[src/rtl/fetch_unit.sv]
// Instruction fetch stage: owns the fetch PC, issues credit-limited requests to
// instruction memory and buffers in-order responses for decode; redirect flushes.
module fetch_unit #(
    parameter int              XLEN     = 32,
    parameter logic [XLEN-1:0] RESET_PC = '0,
    parameter int              DEPTH    = 2
) (
    input  logic            clk,
    input  logic            rst,
    input  logic            redirect_valid,
    input  logic [XLEN-1:0] redirect_pc,
    output logic            imem_req_valid,
    input  logic            imem_req_ready,
    output logic [XLEN-1:0] imem_req_addr,
    input  logic            imem_resp_valid,
    input  logic [31:0]     imem_resp_data,
    output logic            inst_valid,
    input  logic            inst_ready,
    output logic [31:0]     inst_data,
    output logic [XLEN-1:0] inst_pc
);
    localparam int AW = $clog2(DEPTH);
    localparam int CW = $clog2(DEPTH + 1);

    logic [XLEN-1:0] pc_q, pc_d;
    logic [CW-1:0]   pend_q, pend_d;
    logic [CW-1:0]   stale_q, stale_d;
    logic [CW-1:0]   count_q, count_d;

    logic [XLEN-1:0] aq_pc_q [DEPTH];
    logic [AW-1:0]   aq_wr_q, aq_wr_d;
    logic [AW-1:0]   aq_rd_q, aq_rd_d;

    logic [XLEN-1:0] iq_pc_q   [DEPTH];
    logic [31:0]     iq_data_q [DEPTH];
    logic [AW-1:0]   iq_wr_q, iq_wr_d;
    logic [AW-1:0]   iq_rd_q, iq_rd_d;

    logic [CW:0] used;
    logic        issue;
    logic        resp;
    logic        push;
    logic        pop;

    // Stale requests still hold credit, so pend and count together bound the queue.
    assign used           = {1'b0, pend_q} + {1'b0, count_q};
    assign imem_req_valid = !rst && !redirect_valid && (used < (CW+1)'(DEPTH));
    assign imem_req_addr  = pc_q;

    assign issue = imem_req_valid && imem_req_ready;
    assign resp  = imem_resp_valid;
    assign push  = resp && (stale_q == '0) && !redirect_valid;
    assign pop   = inst_valid && inst_ready;

    assign inst_valid = (count_q != '0);
    assign inst_pc    = iq_pc_q[iq_rd_q];
    assign inst_data  = iq_data_q[iq_rd_q];

    always_comb begin
        pc_d     = pc_q;
        pend_d   = pend_q + CW'(issue) - CW'(resp);
        stale_d  = stale_q;
        count_d  = count_q + CW'(push) - CW'(pop);
        aq_wr_d  = aq_wr_q + AW'(issue);
        aq_rd_d  = aq_rd_q + AW'(resp);
        iq_wr_d  = iq_wr_q + AW'(push);
        iq_rd_d  = iq_rd_q + AW'(pop);

        if (issue) begin
            pc_d = pc_q + XLEN'(4);
        end
        if (resp && (stale_q != '0)) begin
            stale_d = stale_q - CW'(1);
        end

        if (redirect_valid) begin
            pc_d    = redirect_pc & ~XLEN'(3);
            // No issue this cycle, so whatever remains outstanding is stale.
            stale_d = pend_q - CW'(resp);
            count_d = '0;
            iq_wr_d = '0;
            iq_rd_d = '0;
        end
    end

    always_ff @(posedge clk) begin
        if (rst) begin
            pc_q    <= RESET_PC;
            pend_q  <= '0;
            stale_q <= '0;
            count_q <= '0;
            aq_wr_q <= '0;
            aq_rd_q <= '0;
            iq_wr_q <= '0;
            iq_rd_q <= '0;
        end else begin
            pc_q    <= pc_d;
            pend_q  <= pend_d;
            stale_q <= stale_d;
            count_q <= count_d;
            aq_wr_q <= aq_wr_d;
            aq_rd_q <= aq_rd_d;
            iq_wr_q <= iq_wr_d;
            iq_rd_q <= iq_rd_d;
        end
    end

    always_ff @(posedge clk) begin
        if (issue) begin
            aq_pc_q[aq_wr_q] <= pc_q;
        end
        if (push) begin
            iq_pc_q[iq_wr_q]   <= aq_pc_q[aq_rd_q];
            iq_data_q[iq_wr_q] <= imem_resp_data;
        end
    end

endmodule
[config.mk]
export PLATFORM = sky130hd
export DESIGN_NAME = fetch_unit
export DESIGN_NICKNAME = d
export VERILOG_FILES = /design/src/rtl/fetch_unit.sv
export SDC_FILE = /design/constraint.sdc
export NUM_CORES = 1
export LEC_CHECK = 0
export BUFFER_PORTS_ARGS = -buffer_cell sky130_fd_sc_hd__buf_2
export CAP_MARGIN = 20
export CORE_MARGIN = 2
export CORE_UTILIZATION = 50
export DETAILED_ROUTE_END_ITERATION = 8
export PLACE_DENSITY = 0.73
export SLEW_MARGIN = 25
export SYNTH_ARGS = -nofsm -noshare
export SYNTH_HDL_FRONTEND = slang
export SYNTH_SLANG_ARGS = --single-unit
[constraint.sdc]
create_clock -name clk -period 4.2 [get_ports clk]
set_input_delay 0.63 -clock clk [delete_from_list [all_inputs] [get_ports clk]]
set_output_delay 0.63 -clock clk [all_outputs]
set_load 0.05 [all_outputs]
Word-level counts from Yosys, hierarchy flattened
Memories as Yosys holds them, arrays and structs flattened. A register that Yosys moved wholly into a read port is not among the register bits.
Cells that the tools add are included.
- $add $sub $neg: 12
- multipliers: 0
- div/mod/pow operators: 0
- order comparisons: 1
- eq/ne operators: 0
- shift-type cells: 0
- muxes and demuxes: 11
- bitwise logic cells: 0
- reductions and logical operators: 15
- operator list (cell ; number):
    $mux 32 ; 2
    $add 32x3->32 const B ; 1
    $reduce_bool 2->1 ; 4
    $logic_and 1x1->1 ; 7
    $mux 1 ; 7
    $sub 2x1->2 ; 3
    $add 1x1->1 ; 4
    $add 2x1->2 ; 2
    $mux 2 ; 2
    $add 2x2->3 ; 1
    $lt 3x2->1 const B ; 1
    $logic_not 1->1 ; 2
    $logic_not 2->1 ; 1
    $reduce_or 2->1 ; 1
    $sub 2x1->2 const B ; 1
- flip-flop bits (word level): 42
- bits in latches: 0
- memory bits (writable): 192
- memory bits (read-only): 0
- output and inout bits: 98
- logic and storage cells: 51
- memories: 3
- memories (memory ; words ; bits a word ; rd ports ; clocked after memory_dff ; write ports ; line ; text):
    aq_pc_q ; 2 ; 32 ; 1 ; 1 ; 1 ; 30 ; logic [XLEN-1:0] aq_pc_q [DEPTH];
    iq_data_q ; 2 ; 32 ; 1 ; 1 ; 1 ; 35 ; logic [31:0] iq_data_q [DEPTH];
    iq_pc_q ; 2 ; 32 ; 1 ; 1 ; 1 ; 34 ; logic [XLEN-1:0] iq_pc_q [DEPTH];

Depth between registers and ports, before layout
- depth in word-level cells: 6
- depth in mapped cells: 11
- gate-level depth less buffers: 10

Worst setup path after synthesis
OpenSTA, ideal clock, no wires.
- path kind: in2reg
- from: in redirect_valid
- to: mem iq_data_q[1][0], enable pin
- library setup time: 427 ps
- arrival: 2741 ps
- data required time: 3773 ps
- setup slack: 1032 ps
- cell stages on the path: 5
- buffers on the path: 1
- path through: inv_1 clkbuf_1 nand3_1 inv_1 ha_1
- longest elaborated chain between the ends: 4
- RTL lines (element ; line ; text):
    from (decl) ; 10 ; input logic redirect_valid,
    $logic_not 1->1 ; 52 ; assign push = resp && (stale_q == '0) && !redirect_valid;
    $logic_and 1x1->1 ; 52 ;
    $mux 1 ; 112 ; if (push) begin
    $mux 1 (implied by the code) ; 114 ; iq_data_q[iq_wr_q] <= imem_resp_data;
    to (decl) ; 35 ;
Every way passes these cells.

Final worst setup path
- from: reg pend_q[0]
- to: mem aq_pc_q[1][10], enable pin
- longest elaborated chain between the ends: 6
- RTL lines (element ; line ; text):
    from (decl) ; 26 ; logic [CW-1:0] pend_q, pend_d;
    from (signal assigned) ; 98 ; pend_q <= pend_d;
    $add 2x2->3 ; 46 ; assign used = {1'b0, pend_q} + {1'b0, count_q};
    $lt 3x2->1 ; 47 ; assign imem_req_valid = !rst && !redirect_valid && (used < (CW+1)'(DEPTH));
    $logic_and 1x1->1 ; 47 ;
    $logic_and 1x1->1 ; 50 ; assign issue = imem_req_valid && imem_req_ready;
    $mux 1 ; 109 ; if (issue) begin
    $mux 1 (implied by the code) ; 110 ; aq_pc_q[aq_wr_q] <= pc_q;
    to (decl) ; 30 ;
Every way passes these cells.

==> results.tsv <==
stage	metric	value	unit
route	vias	5468	
min_path	worstHoldPathType	in2reg	
cts	cts.root.buffer_cell	clkbuf_16	
cts	holdBufCountCts	0	
yosys	count_of_yosys_warnings_during_synthesis	0	
cts	post_cts.resized_instances	0	
route	remaining_drc_errors	0	
global_routing	grt_max_degree	38	
yosys	synth-edff-count	184	
cts	cts.path.max_buffers	3	
placement	place.port_buffers	161	
route	drtAntennaViolNets	0	
layout	final_design_area_no_fill	0.0108	sq mm
yosys	synth_cell_type_count	53	
yosys	yosys-top-cells-area	edfxtp_1 (62%), mux2_2 (12%), dfxtp_1 (8.9%)	
global_routing	grt_util_met3	0.0435	
route	avgViaCountPerCell	5.53	
yosys	synth-main-ff-cell	edfxtp_1	
run	timing.max_cap.violations	0	
worst_setup_path	timing.critical_path.to	aq_pc_q[1][10]$_DFFE_PP_	
route	drt_first_iter_violations	391	
timing	fmax	302	MHz
yosys	count_of_mapped_cells_out_of_synthesis	569	
route	wire_per_inst	18.7	um
worst_setup_path	worst_ep_required_time	4400	ps
worst_setup_path	setup.worst_path.start	pend_q[0]$_SDFF_PP0_	
timing	setup_ws	891	ps
yosys	leading_area_contributor_after_synthesis	edfxtp_1	
yosys	post_synth.cell_area_avg	15.7	sq um
timing	tightestPinTransition	764	ps
worst_setup_path	worst_ep_arrival_time	3510	ps
worst_setup_path	element_type_at_the_critical_path_end	register	
timing	final.period_utilization	0.788	
cts	numCtsBuffers	23	
layout	final_net_count	828	
worst_setup_path	r2r-start	pend_q[0]$_SDFF_PP0_	
floorplan	die_outline_width	138	um
floorplan	die_h	138	um
placement	placement.cell_area	0.0101	sq mm
floorplan	coreArea	0.0174	sq mm
layout	filler_cell_count	1275	
timing	rsz0062_at_grt	false	
worst_setup_path	critPathKind	reg2reg	
global_routing	grt.met2_usage	0.326	
global_routing	number_of_global_route_vias_before_repair	5432	
cts	cts.htree.levels	1	
yosys	yosysTopAreaCellShare	0.617	
placement	dp_slack	1020	ps
placement	placer_s_final_routability_congestion_estimate	0.861	
layout	post_route_cells_drive_above_1_share	0.417	
worst_setup_path	r2r_slack	890	ps
global_routing	grt_util_all_layers	0.193	
floorplan	boundaryPins	168	
timing	min_period	3310	ps
route	postRouteWirelength	18500	um
cts	postCtsSetupBuffers	0	
cts	clkTransAtPathRegs	60	ps
yosys	ys_seq_elements	224	
yosys	synth_async_sr_flop_share	0	
global_routing	busiest_layer	met2	
layout	postLayoutCoreUtil	0.622	
pwr	power.density	471	mW/mm^2
yosys	synth_seq_area_share	0.706	
cts	cts_sinks	224	
worst_setup_path	cp_max_fanout	11	
timing	timing_max_transition_violations_final	0	
pwr	p_leak	4.02	nW
global_routing	grt_pass1_wl	28200	um
layout	num_antenna_cells	0	
placement	place.detailed.hpwl	12800	um
route	detailedRoute.firstPassIterationCount	5	
timing	hold_violations	0	
worst_setup_path	r2r-end	aq_pc_q[1][10]$_DFFE_PP_	
timing	slew_headroom	0.490	
timing	report.final.setup_viol	0	
cts	clock_tree_from_tritoncts	yes	
floorplan	rows	48	
floorplan	initial_standard_cell_utilization_of_the_core	0.514	
cts	clk_latency	500	ps
worst_setup_path	reg2regPathDepth	7	
status	outcome	complete, no violations	
pwr	worst_ir_drop_vdd	0.000340	V
global_routing	antenna_found_initial	1	
floorplan	fp.dieArea	0.0190	sq mm
layout	area_growth_syn_to_layout	20.9	%
worst_setup_path	cp-start-kind	register	
global_routing	global_route_overflow	0	
timing	tns_setup	0	ps
timing	final.setup_skew	11.7	ps
global_routing	use_met1	0.244	
yosys	synthesis.area	0.00896	sq mm
## power breakdown
part / switching [mW] / leakage [nW] / internal, mW
clock: 0.778 / 0.374 / 1.21
combinational: 0.380 / 1.64 / 0.170
sequential: 0.0600 / 2.01 / 2.50
total: 1.22 / 4.02 / 3.88
## critical path, cell delays in order, from the launching register on
cell,delay (ps)
dfxtp_1,320
and2_1,170
fa_1,460
nor3b_1,660
nand2_1,470
clkinv_1,350
ha_1,330
buf_4,240
## layout make-up
type,instances,area (sq um),share of cell area
tap,225,282,0.0260
timing repair buffer,176,943,0.0871
multi-input combinational,306,2470,0.228
inverter,15,56.3,0.00520
clock inverter,9,100,0.00924
clock buffer,33,657,0.0606
sequential,224,6330,0.584
## per-layer routing
metal  routed length, um  part of all wire
met3                1640             0.089
met1                7420              0.40
met5                  10           0.00054
met2                8990              0.49
met4                 427             0.023
## sequential cells by signal, summed over array words and instances, names as in the netlist, 2 cells and up
register,flops
stale_q,2
iq_pc_q,60
pend_q,2
aq_pc_q,60
count_q,2
iq_data_q,64
imem_req_addr,30
## stage by stage
step | cells | total power, mW | hold slack [ps]
detailed placement | 946 | 3.16 | 520
global route | 988 | 5.29 | 304
global placement | 946 | 3.14 | 514
CTS | 988 | 5.15 | 306
floorplan | 572 | 2.99 | 531
finish | 988 | 5.10 | 323
## placed cells by master, fill, tap and decap left out, types with 6 or more instances in the layout
master	count
a21oi_1	16
a31oi_1	10
buf_2	161
buf_4	13
clkbuf_16	23
dfxtp_1	39
edfxtp_1	184
ha_1	9
inv_1	14
mux2_2	93
nand2_1	25
nand3_1	18
nand4_1	6
nor2_1	24
nor3_1	7
o21ai_0	9
xnor2_1	9
## how the worst min path moves through the flow
stage	start	endpoint	slack, ps	cells after the start
2_1_floorplan	count_q[1]$_SDFF_PP0_	count_q[1]$_SDFF_PP0_	530	2
6_report	imem_resp_data[7]	iq_data_q[1][7]$_DFFE_PP_	320	1
5_1_grt	imem_resp_data[22]	iq_data_q[1][22]$_DFFE_PP_	300	1
3_5_place_dp	imem_req_addr[30]$_SDFFE_PP0P_	aq_pc_q[0][30]$_DFFE_PP_	520	0
4_1_cts	imem_resp_data[7]	iq_data_q[1][7]$_DFFE_PP_	310	1
3_3_place_gp	imem_req_addr[29]$_SDFFE_PP0P_	aq_pc_q[1][29]$_DFFE_PP_	510	0
## cell families after synthesis
| group | Yosys count | synth area share |
|---|---|---|
| flip-flops | 224 | 0.706 |
| AND/OR/NAND/NOR | 115 | 0.0737 |
| adder cells (fa/ha/maj) | 12 | 0.0176 |
| multiplexers | 94 | 0.118 |
| other | 1 | 0.000419 |
| buffers and inverters | 42 | 0.0201 |
| AO/OA/AOI/OAI | 67 | 0.0503 |
| XOR/XNOR | 14 | 0.0137 |
## Yosys cell counts, types with 4 or more instances
cell / number
nor2_1: 24
xnor2_1: 9
nor3_1: 7
or3_1: 5
dfxtp_1: 40
nand4_1: 6
ha_1: 11
and2_1: 5
nand3_1: 18
o211ai_1: 4
o21ai_0: 9
a31oi_1: 10
clkbuf_1: 14
and3_1: 4
nand2_1: 25
o311ai_0: 5
edfxtp_1: 184
a21oi_1: 16
xor2_1: 5
a211oi_1: 5
buf_4: 4
inv_1: 14
buf_1: 8
mux2_2: 93
Power figures use the tool's default switching activity.
